### src/rtl/uart_rx_controller.sv
// UART receiver: 2-flop input synchronizer, start-bit validation, mid-bit sampling on a
// 16x-style oversample enable, LSB-first reassembly. Optional even parity via UART_RX_PARITY_EN.
//
// state  | meaning
// IDLE   | line idle, waiting for a tick that sees rx_s low
// START  | timing to mid start bit, re-checking to reject glitches
// DATA   | sampling DATA_BITS data bits at mid-bit
// PARITY | sampling the even-parity bit (UART_RX_PARITY_EN only)
// STOP   | sampling the stop bit, publishing the word or flagging a framing error
// BREAK  | line held low after a framing error, waiting for it to return high
module uart_rx_controller #(
    parameter int DATA_BITS  = 8,
    parameter int OVERSAMPLE = 16
) (
    input  logic                 clk,
    input  logic                 reset,
    input  logic                 sample_tick,
    input  logic                 rx_in,
    output logic [DATA_BITS-1:0] rx_data,
    output logic                 data_valid,
    output logic                 framing_error,
    output logic                 parity_error,
    output logic                 busy
);

    localparam int TW = $clog2(OVERSAMPLE);
    localparam int BW = $clog2(DATA_BITS);
    localparam logic [TW-1:0] TICK_LAST = TW'(OVERSAMPLE - 1);
    localparam logic [TW-1:0] TICK_MID  = TW'(OVERSAMPLE / 2 - 1);
    localparam logic [BW-1:0] BIT_LAST  = BW'(DATA_BITS - 1);

    typedef enum logic [2:0] {
        IDLE   = 3'd0,
        START  = 3'd1,
        DATA   = 3'd2,
        PARITY = 3'd3,
        STOP   = 3'd4,
        BREAK  = 3'd5
    } state_t;

    state_t                 state;
    logic                   rx_meta;
    logic                   rx_s;
    logic [TW-1:0]          tick_cnt;
    logic [BW-1:0]          bit_cnt;
    logic [DATA_BITS-1:0]   shift_reg;
    logic                   parity_error_r;
`ifdef UART_RX_PARITY_EN
    logic                   parity_bit;
`endif

    always_ff @(posedge clk) begin
        if (reset) begin
            rx_meta  <= 1'b1;
            rx_s     <= 1'b1;
        end else begin
            rx_meta  <= rx_in;
            rx_s     <= rx_meta;
        end
    end

    always_ff @(posedge clk) begin
        if (reset) begin
            state          <= IDLE;
            tick_cnt       <= '0;
            bit_cnt        <= '0;
            shift_reg      <= '0;
            rx_data        <= '0;
            data_valid     <= 1'b0;
            framing_error  <= 1'b0;
            parity_error_r <= 1'b0;
            busy           <= 1'b0;
`ifdef UART_RX_PARITY_EN
            parity_bit     <= 1'b0;
`endif
        end else begin
            data_valid     <= 1'b0;
            framing_error  <= 1'b0;
            parity_error_r <= 1'b0;
            if (sample_tick) begin
                case (state)
                    IDLE: begin
                        if (!rx_s) begin
                            state    <= START;
                            tick_cnt <= '0;
                            busy     <= 1'b1;
                        end
                    end
                    START: begin
                        if (tick_cnt == TICK_MID) begin
                            tick_cnt <= '0;
                            bit_cnt  <= '0;
                            if (!rx_s) begin
                                state <= DATA;
                            end else begin
                                state <= IDLE;
                                busy  <= 1'b0;
                            end
                        end else begin
                            tick_cnt <= tick_cnt + 1'b1;
                        end
                    end
                    DATA: begin
                        if (tick_cnt == TICK_LAST) begin
                            tick_cnt  <= '0;
                            shift_reg <= {rx_s, shift_reg[DATA_BITS-1:1]};
                            if (bit_cnt == BIT_LAST) begin
                                bit_cnt <= '0;
`ifdef UART_RX_PARITY_EN
                                state   <= PARITY;
`else
                                state   <= STOP;
`endif
                            end else begin
                                bit_cnt <= bit_cnt + 1'b1;
                            end
                        end else begin
                            tick_cnt <= tick_cnt + 1'b1;
                        end
                    end
`ifdef UART_RX_PARITY_EN
                    PARITY: begin
                        if (tick_cnt == TICK_LAST) begin
                            tick_cnt   <= '0;
                            parity_bit <= rx_s;
                            state      <= STOP;
                        end else begin
                            tick_cnt <= tick_cnt + 1'b1;
                        end
                    end
`endif
                    STOP: begin
                        if (tick_cnt == TICK_LAST) begin
                            tick_cnt <= '0;
                            if (rx_s) begin
                                rx_data    <= shift_reg;
                                data_valid <= 1'b1;
`ifdef UART_RX_PARITY_EN
                                // even parity: data plus parity bit must hold an even number of ones
                                parity_error_r <= (^shift_reg) ^ parity_bit;
`endif
                                state      <= IDLE;
                                busy       <= 1'b0;
                            end else begin
                                framing_error <= 1'b1;
                                state         <= BREAK;
                            end
                        end else begin
                            tick_cnt <= tick_cnt + 1'b1;
                        end
                    end
                    BREAK: begin
                        if (rx_s) begin
                            state <= IDLE;
                            busy  <= 1'b0;
                        end
                    end
                    default: begin
                        state    <= IDLE;
                        tick_cnt <= '0;
                        busy     <= 1'b0;
                    end
                endcase
            end
        end
    end

`ifdef UART_RX_PARITY_EN
    assign parity_error = parity_error_r;
`else
    assign parity_error = 1'b0;
`endif

endmodule

### config.mk
export PLATFORM = sky130hd
export DESIGN_NAME = uart_rx_controller
export DESIGN_NICKNAME = d
export VERILOG_FILES = /design/src/rtl/uart_rx_controller.sv
export SDC_FILE = /design/constraint.sdc
export NUM_CORES = 1
export LEC_CHECK = 0
export BUFFER_PORTS_ARGS = -buffer_cell sky130_fd_sc_hd__clkbuf_2
export CORE_MARGIN = 5
export CORE_UTILIZATION = 42
export CTS_CLUSTER_SIZE = 20
export DETAILED_ROUTE_END_ITERATION = 12
export PLACE_DENSITY_LB_ADDON = 0.15
export SYNTH_ARGS = -nofsm -noshare
export SYNTH_HDL_FRONTEND = slang
export SYNTH_SLANG_ARGS = --single-unit
### constraint.sdc
create_clock -name clk -period 5 [get_ports clk]
set_input_delay 0.75 -clock clk [delete_from_list [all_inputs] [get_ports clk]]
set_output_delay 0.75 -clock clk [all_outputs]
set_load 0.03 [all_outputs]
## Yosys cells after proc, flatten, opt, wreduce, memory -nomap -nowiden

Cells that the tools add are included.

- Register bits after elaboration: 31
- Input bits: 4
- Word-level logic and storage cells: 64

- $add $sub $neg: 2
- Equal/unequal tests: 13
- Muxes and demuxes: 24
- Bitwise gates (word level): 5
- Reduce and logical (&&, ||, !) cells: 10

Operators by type and width:

| kind | count |
|---|---|
| $mux 3 | 10 |
| $pmux 4 s4 | 1 |
| $pmux 3 s5 | 1 |
| $mux 4 | 3 |
| $ne 2x2->1 const B | 6 |
| $eq 3x3->1 const B | 3 |
| $reduce_and 4->1 | 2 |
| $reduce_and 7->1 | 1 |
| $mux 1 | 6 |
| $pmux 3 s2 | 1 |
| $reduce_and 3->1 | 2 |
| $not 1->1 | 5 |
| $pmux 1 s5 | 1 |
| $reduce_and 5->1 | 1 |
| $add 4x1->4 const B | 1 |
| $eq 4x3->1 const B | 1 |
| $eq 4x4->1 const B | 1 |
| $reduce_or 4->1 | 1 |
| $add 3x1->3 const B | 1 |
| $eq 3x1->1 const B | 1 |
| $eq 3x2->1 const B | 1 |
| $logic_not 3->1 | 1 |
| $mux 2 | 1 |
| $reduce_bool 2->1 | 1 |
| $reduce_or 2->1 | 1 |

## Logic depth before layout (Yosys ltp)

- Depth in word-level cells: 4
- Gate-level depth with buffers: 7
- Gate-level depth less buffers: 5

## Worst setup path after synthesis

Ideal clock, no wire load.

- Path type: input-to-reg
- Start: input port reset
- End: register bit_cnt[0]
- Setup time: 0.128 ns
- Arrival: 1.586 ns
- Setup slack: 3.287 ns
- Stages: 4
- Buffers on the path: 3
- Path through: clkbuf_1 clkbuf_1 clkbuf_1 nor2_1

RTL lines:

| element | RTL line | source |
|---|---|---|
| from (decl) | 16 | `input logic reset,` |
| to (signal assigned) | 115 | `bit_cnt <= bit_cnt + 1'b1;` |
| to (decl) | 45 | `logic [BW-1:0] bit_cnt;` |

No word-level cell between the ends.

## Worst setup path after layout

- Start: register state[2]
- End: register rx_data[1]

- Longest elaborated chain between the ends: 2

RTL lines:

| element | RTL line | source |
|---|---|---|
| from (decl) | 41 | `state_t state;` |
| from (signal assigned) | 64 | `state <= IDLE;` |
| from (signal assigned) | 84 | `state <= START;` |
| from (signal assigned) | 94 | `state <= DATA;` |
| $eq 3x3->1 | 81 | `case (state)` |
| $reduce_and 4->1 (no source line) | - |  |
| to (signal assigned) | 136 | `rx_data <= shift_reg;` |
| to (decl) | 19 | `output logic [DATA_BITS-1:0] rx_data,` |

No other way between the ends.
A chain may end at the register's enable or synchronous reset.

==> impl_metrics.env <==
export IMPL_cpPeakStageDelay_ns=0.67
export IMPL_layout_commonest_cell="dfxtp_1"
export IMPL_avgSynthCellArea_um2=9.14
export IMPL_fin_skew_ns=0.0147
export IMPL_die_w_um=69.2
export IMPL_worst_slew_pin_slew_ns=0.689
export IMPL_worstSetupPathDepth=4
export IMPL_slew_violations=0
export IMPL_layout_common_cells="31 x dfxtp_1, 22 x nor2_1, 17 x mux2i_1"
export IMPL_die_area_mm2=0.00479
export IMPL_async_reset_ff_frac=0
export IMPL_synth_top_area_cell="dfxtp_1"
export IMPL_synth_area_mux_share=0.131
export IMPL_maxCapViolCount=0
export IMPL_total_power_mw=0.447
export IMPL_syn_cell_area_mm2=0.00147
export IMPL_die_h_um=69.2
export IMPL_synth_xor_area_frac=0.0119
export IMPL_r2r_start="state[2]$_SDFFE_PP0P_"
export IMPL_cts_setup_buffers=0
export IMPL_drc=0
export IMPL_yosys_area_share_simple=0.253
export IMPL_drt_total_wl_mm=2.73
export IMPL_yosys_warnings=0
export IMPL_yosys_top_cells_area="dfxtp_1 42%, mux2i_1 12%, nor2_1 5.6%, nand3_1 2.7%, ha_1 2.6%"
export IMPL_post_drt_wl_per_cell_um=12.6
export IMPL_cts_resized=0
export IMPL_synth_fa_ha_area_frac=0.0255
export IMPL_worst_ep_arrival_time_ns=2.24
export IMPL_rows=21
export IMPL_r2r_cells=4
export IMPL_hold_start="rx_meta$_SDFF_PP1_"
export IMPL_critPathSlowestCell="dfxtp_1"
export IMPL_start_util=0.437
export IMPL_synth_compound_area_frac=0.109
export IMPL_ys_seq_area_frac=0.422
export IMPL_cts_tree="built"
export IMPL_min_path_type="register to register"
export IMPL_final_period_utilization=0.409
export IMPL_critical_path_cell_chain="nor3b_1, nand4_1, mux2i_1, nor2_1"
export IMPL_ys_dominant_reg_cell="dfxtp_1"
export IMPL_postRouteAntennaNets=0
export IMPL_clk_path_buf_depth=2
export IMPL_r2r_end="rx_data[1]$_SDFFE_PP0P_"
export IMPL_ys_types=40
export IMPL_status="finished clean"
export IMPL_synth_fp_nets=168
export IMPL_insertion_delay_ns=0.33
export IMPL_fp_coreArea_mm2=0.00336
export IMPL_first_iter_violations=99
export IMPL_required_ns=5.20
export IMPL_ys_ff_latch=31
export IMPL_fin_crit_ns=2.05
export IMPL_worstSetupPathType="register to register"
export IMPL_leakagePower_nw=0.652
export IMPL_drt_pass1_iterations=4
export IMPL_grt_usage=0.122
export IMPL_htreeDepth=2
export IMPL_netlist_instances=161
export IMPL_setup_viol=0
export IMPL_dpl_hpwl_mm=1.87
export IMPL_io_pins=16
export IMPL_end_kind="register"
export IMPL_tns_ns=0
export IMPL_cp_max_fo=14
export IMPL_grt_first_pass_wirelength_mm=4.82
export IMPL_hold_buffers=0
export IMPL_gp_congestion=0.756
export IMPL_drive_gt1_frac=0.170
export IMPL_nNetsFinal=177
export IMPL_cp_num_buf_inv=0
export IMPL_cts_sinks=31
export IMPL_endpoint="rx_data[1]$_SDFFE_PP0P_"
export IMPL_syn2layout_area_growth_pct=9.78
export IMPL_path_clk_slew_ns=0.11
export IMPL_finalHoldViolations=0
export IMPL_routed_via_count=1166
export IMPL_synth_top_family_by_area="simple AND/OR/NAND/NOR gates"
export IMPL_fmax_mhz=489
export IMPL_n_antenna_cell=0
export IMPL_r2r_slack_ns=2.95
export IMPL_n_fill_cell=346
export IMPL_ir_drop_v=0.000141
export IMPL_worstSetupStartpoint="state[2]$_SDFFE_PP0P_"
export IMPL_grt_start_max_net_pins=37
export IMPL_rsz0062_at_grt="no"
export IMPL_first_global_vias=1082
export IMPL_root_buffer="clkbuf_4"
export IMPL_synth_edff_count=0
export IMPL_relSlewSlack=0.541
export IMPL_antenna_found_initial=0
export IMPL_synth_top_area_share=0.422
export IMPL_powerDensity_mw_per_mm2=277
export IMPL_worstSetupStartpointType="register"
export IMPL_cts_buffers=5
export IMPL_grt_overflow=0
export IMPL_cp_top_family="simple AND/OR/NAND/NOR gates"
export IMPL_via_per_inst=5.37
export IMPL_io_buffers=14
per-stage QoR:
| step | setup slack (ns) | utilization | instances | hold WS, ns | instance area (µm²) |
|---|---|---|---|---|---|
| final | 2.95 | 0.480 | 217 | 0.423 | 1620 |
| after global routing | 2.76 | 0.480 | 217 | 0.440 | 1620 |
| after CTS | 2.94 | 0.480 | 217 | 0.432 | 1620 |
| after detailed placement | 2.98 | 0.459 | 209 | 0.397 | 1540 |
| after global placement | 3.03 | 0.459 | 209 | 0.397 | 1540 |
| after floorplan | 3.29 | - | 161 | 0.389 | 1470 |
worst min-delay path by stage:
stage | to | slack [ns] | cells after the start
after floorplan | rx_s$_SDFF_PP1_ | 0.39 | 1
after global placement | rx_s$_SDFF_PP1_ | 0.40 | 1
after detailed placement | rx_s$_SDFF_PP1_ | 0.40 | 1
after CTS | rx_s$_SDFF_PP1_ | 0.43 | 1
after global routing | rx_s$_SDFF_PP1_ | 0.44 | 1
final | rx_s$_SDFF_PP1_ | 0.42 | 1
where the power goes:
group          switching [mW]  internal, mW
clock network          0.0874        0.0822
registers             0.00418         0.249
logic                  0.0155       0.00889
synth_stat cells (4+ instances only):
| master | n |
|---|---|
| mux2i_1 | 17 |
| and3_1 | 4 |
| nor2_1 | 22 |
| dfxtp_1 | 31 |
| nand3_1 | 8 |
| clkbuf_1 | 7 |
| nand2b_1 | 5 |
| a21oi_1 | 6 |
| nand2_1 | 6 |
| nor3_1 | 5 |
cell families (layout without fill, tap and decap cells):
logic type,count (synthesis),after routing
other cells,1,1
buf+inv,15,25
fa+ha+maj,3,3
simple gates,69,69
compound gates,21,21
xor+xnor,2,2
flops,31,31
mux,19,19
cell type report:
| class | count | area [µm²] | share of cell area |
|---|---|---|---|
| Sequential cell | 31 | 621 | 0.384 |
| Clock inverter | 1 | 7.51 | 0.00465 |
| Timing Repair Buffer | 14 | 70.1 | 0.0434 |
| Multi-Input combinational cell | 115 | 783 | 0.485 |
| Clock buffer | 7 | 65.1 | 0.0403 |
| Inverter | 3 | 11.3 | 0.00697 |
| Tap cell | 46 | 57.6 | 0.0356 |
routing by layer:
metal	share of wire	global-route usage	wire length [µm]	vias to the layer above
met5	0	0	0	-
met1	0.47	0.153	1290	555
met3	0.050	0.0420	136	6
li1	-	-	-	580
met4	0.017	0.0521	46	0
met2	0.46	0.189	1250	25
worst register-to-register path: cells and delay by family, from the launching register on:
kind	cells	cell delay, ns
flops	1	0.67
mux	1	0.34
simple gates	3	0.90
Power figures use the tool's default switching activity.
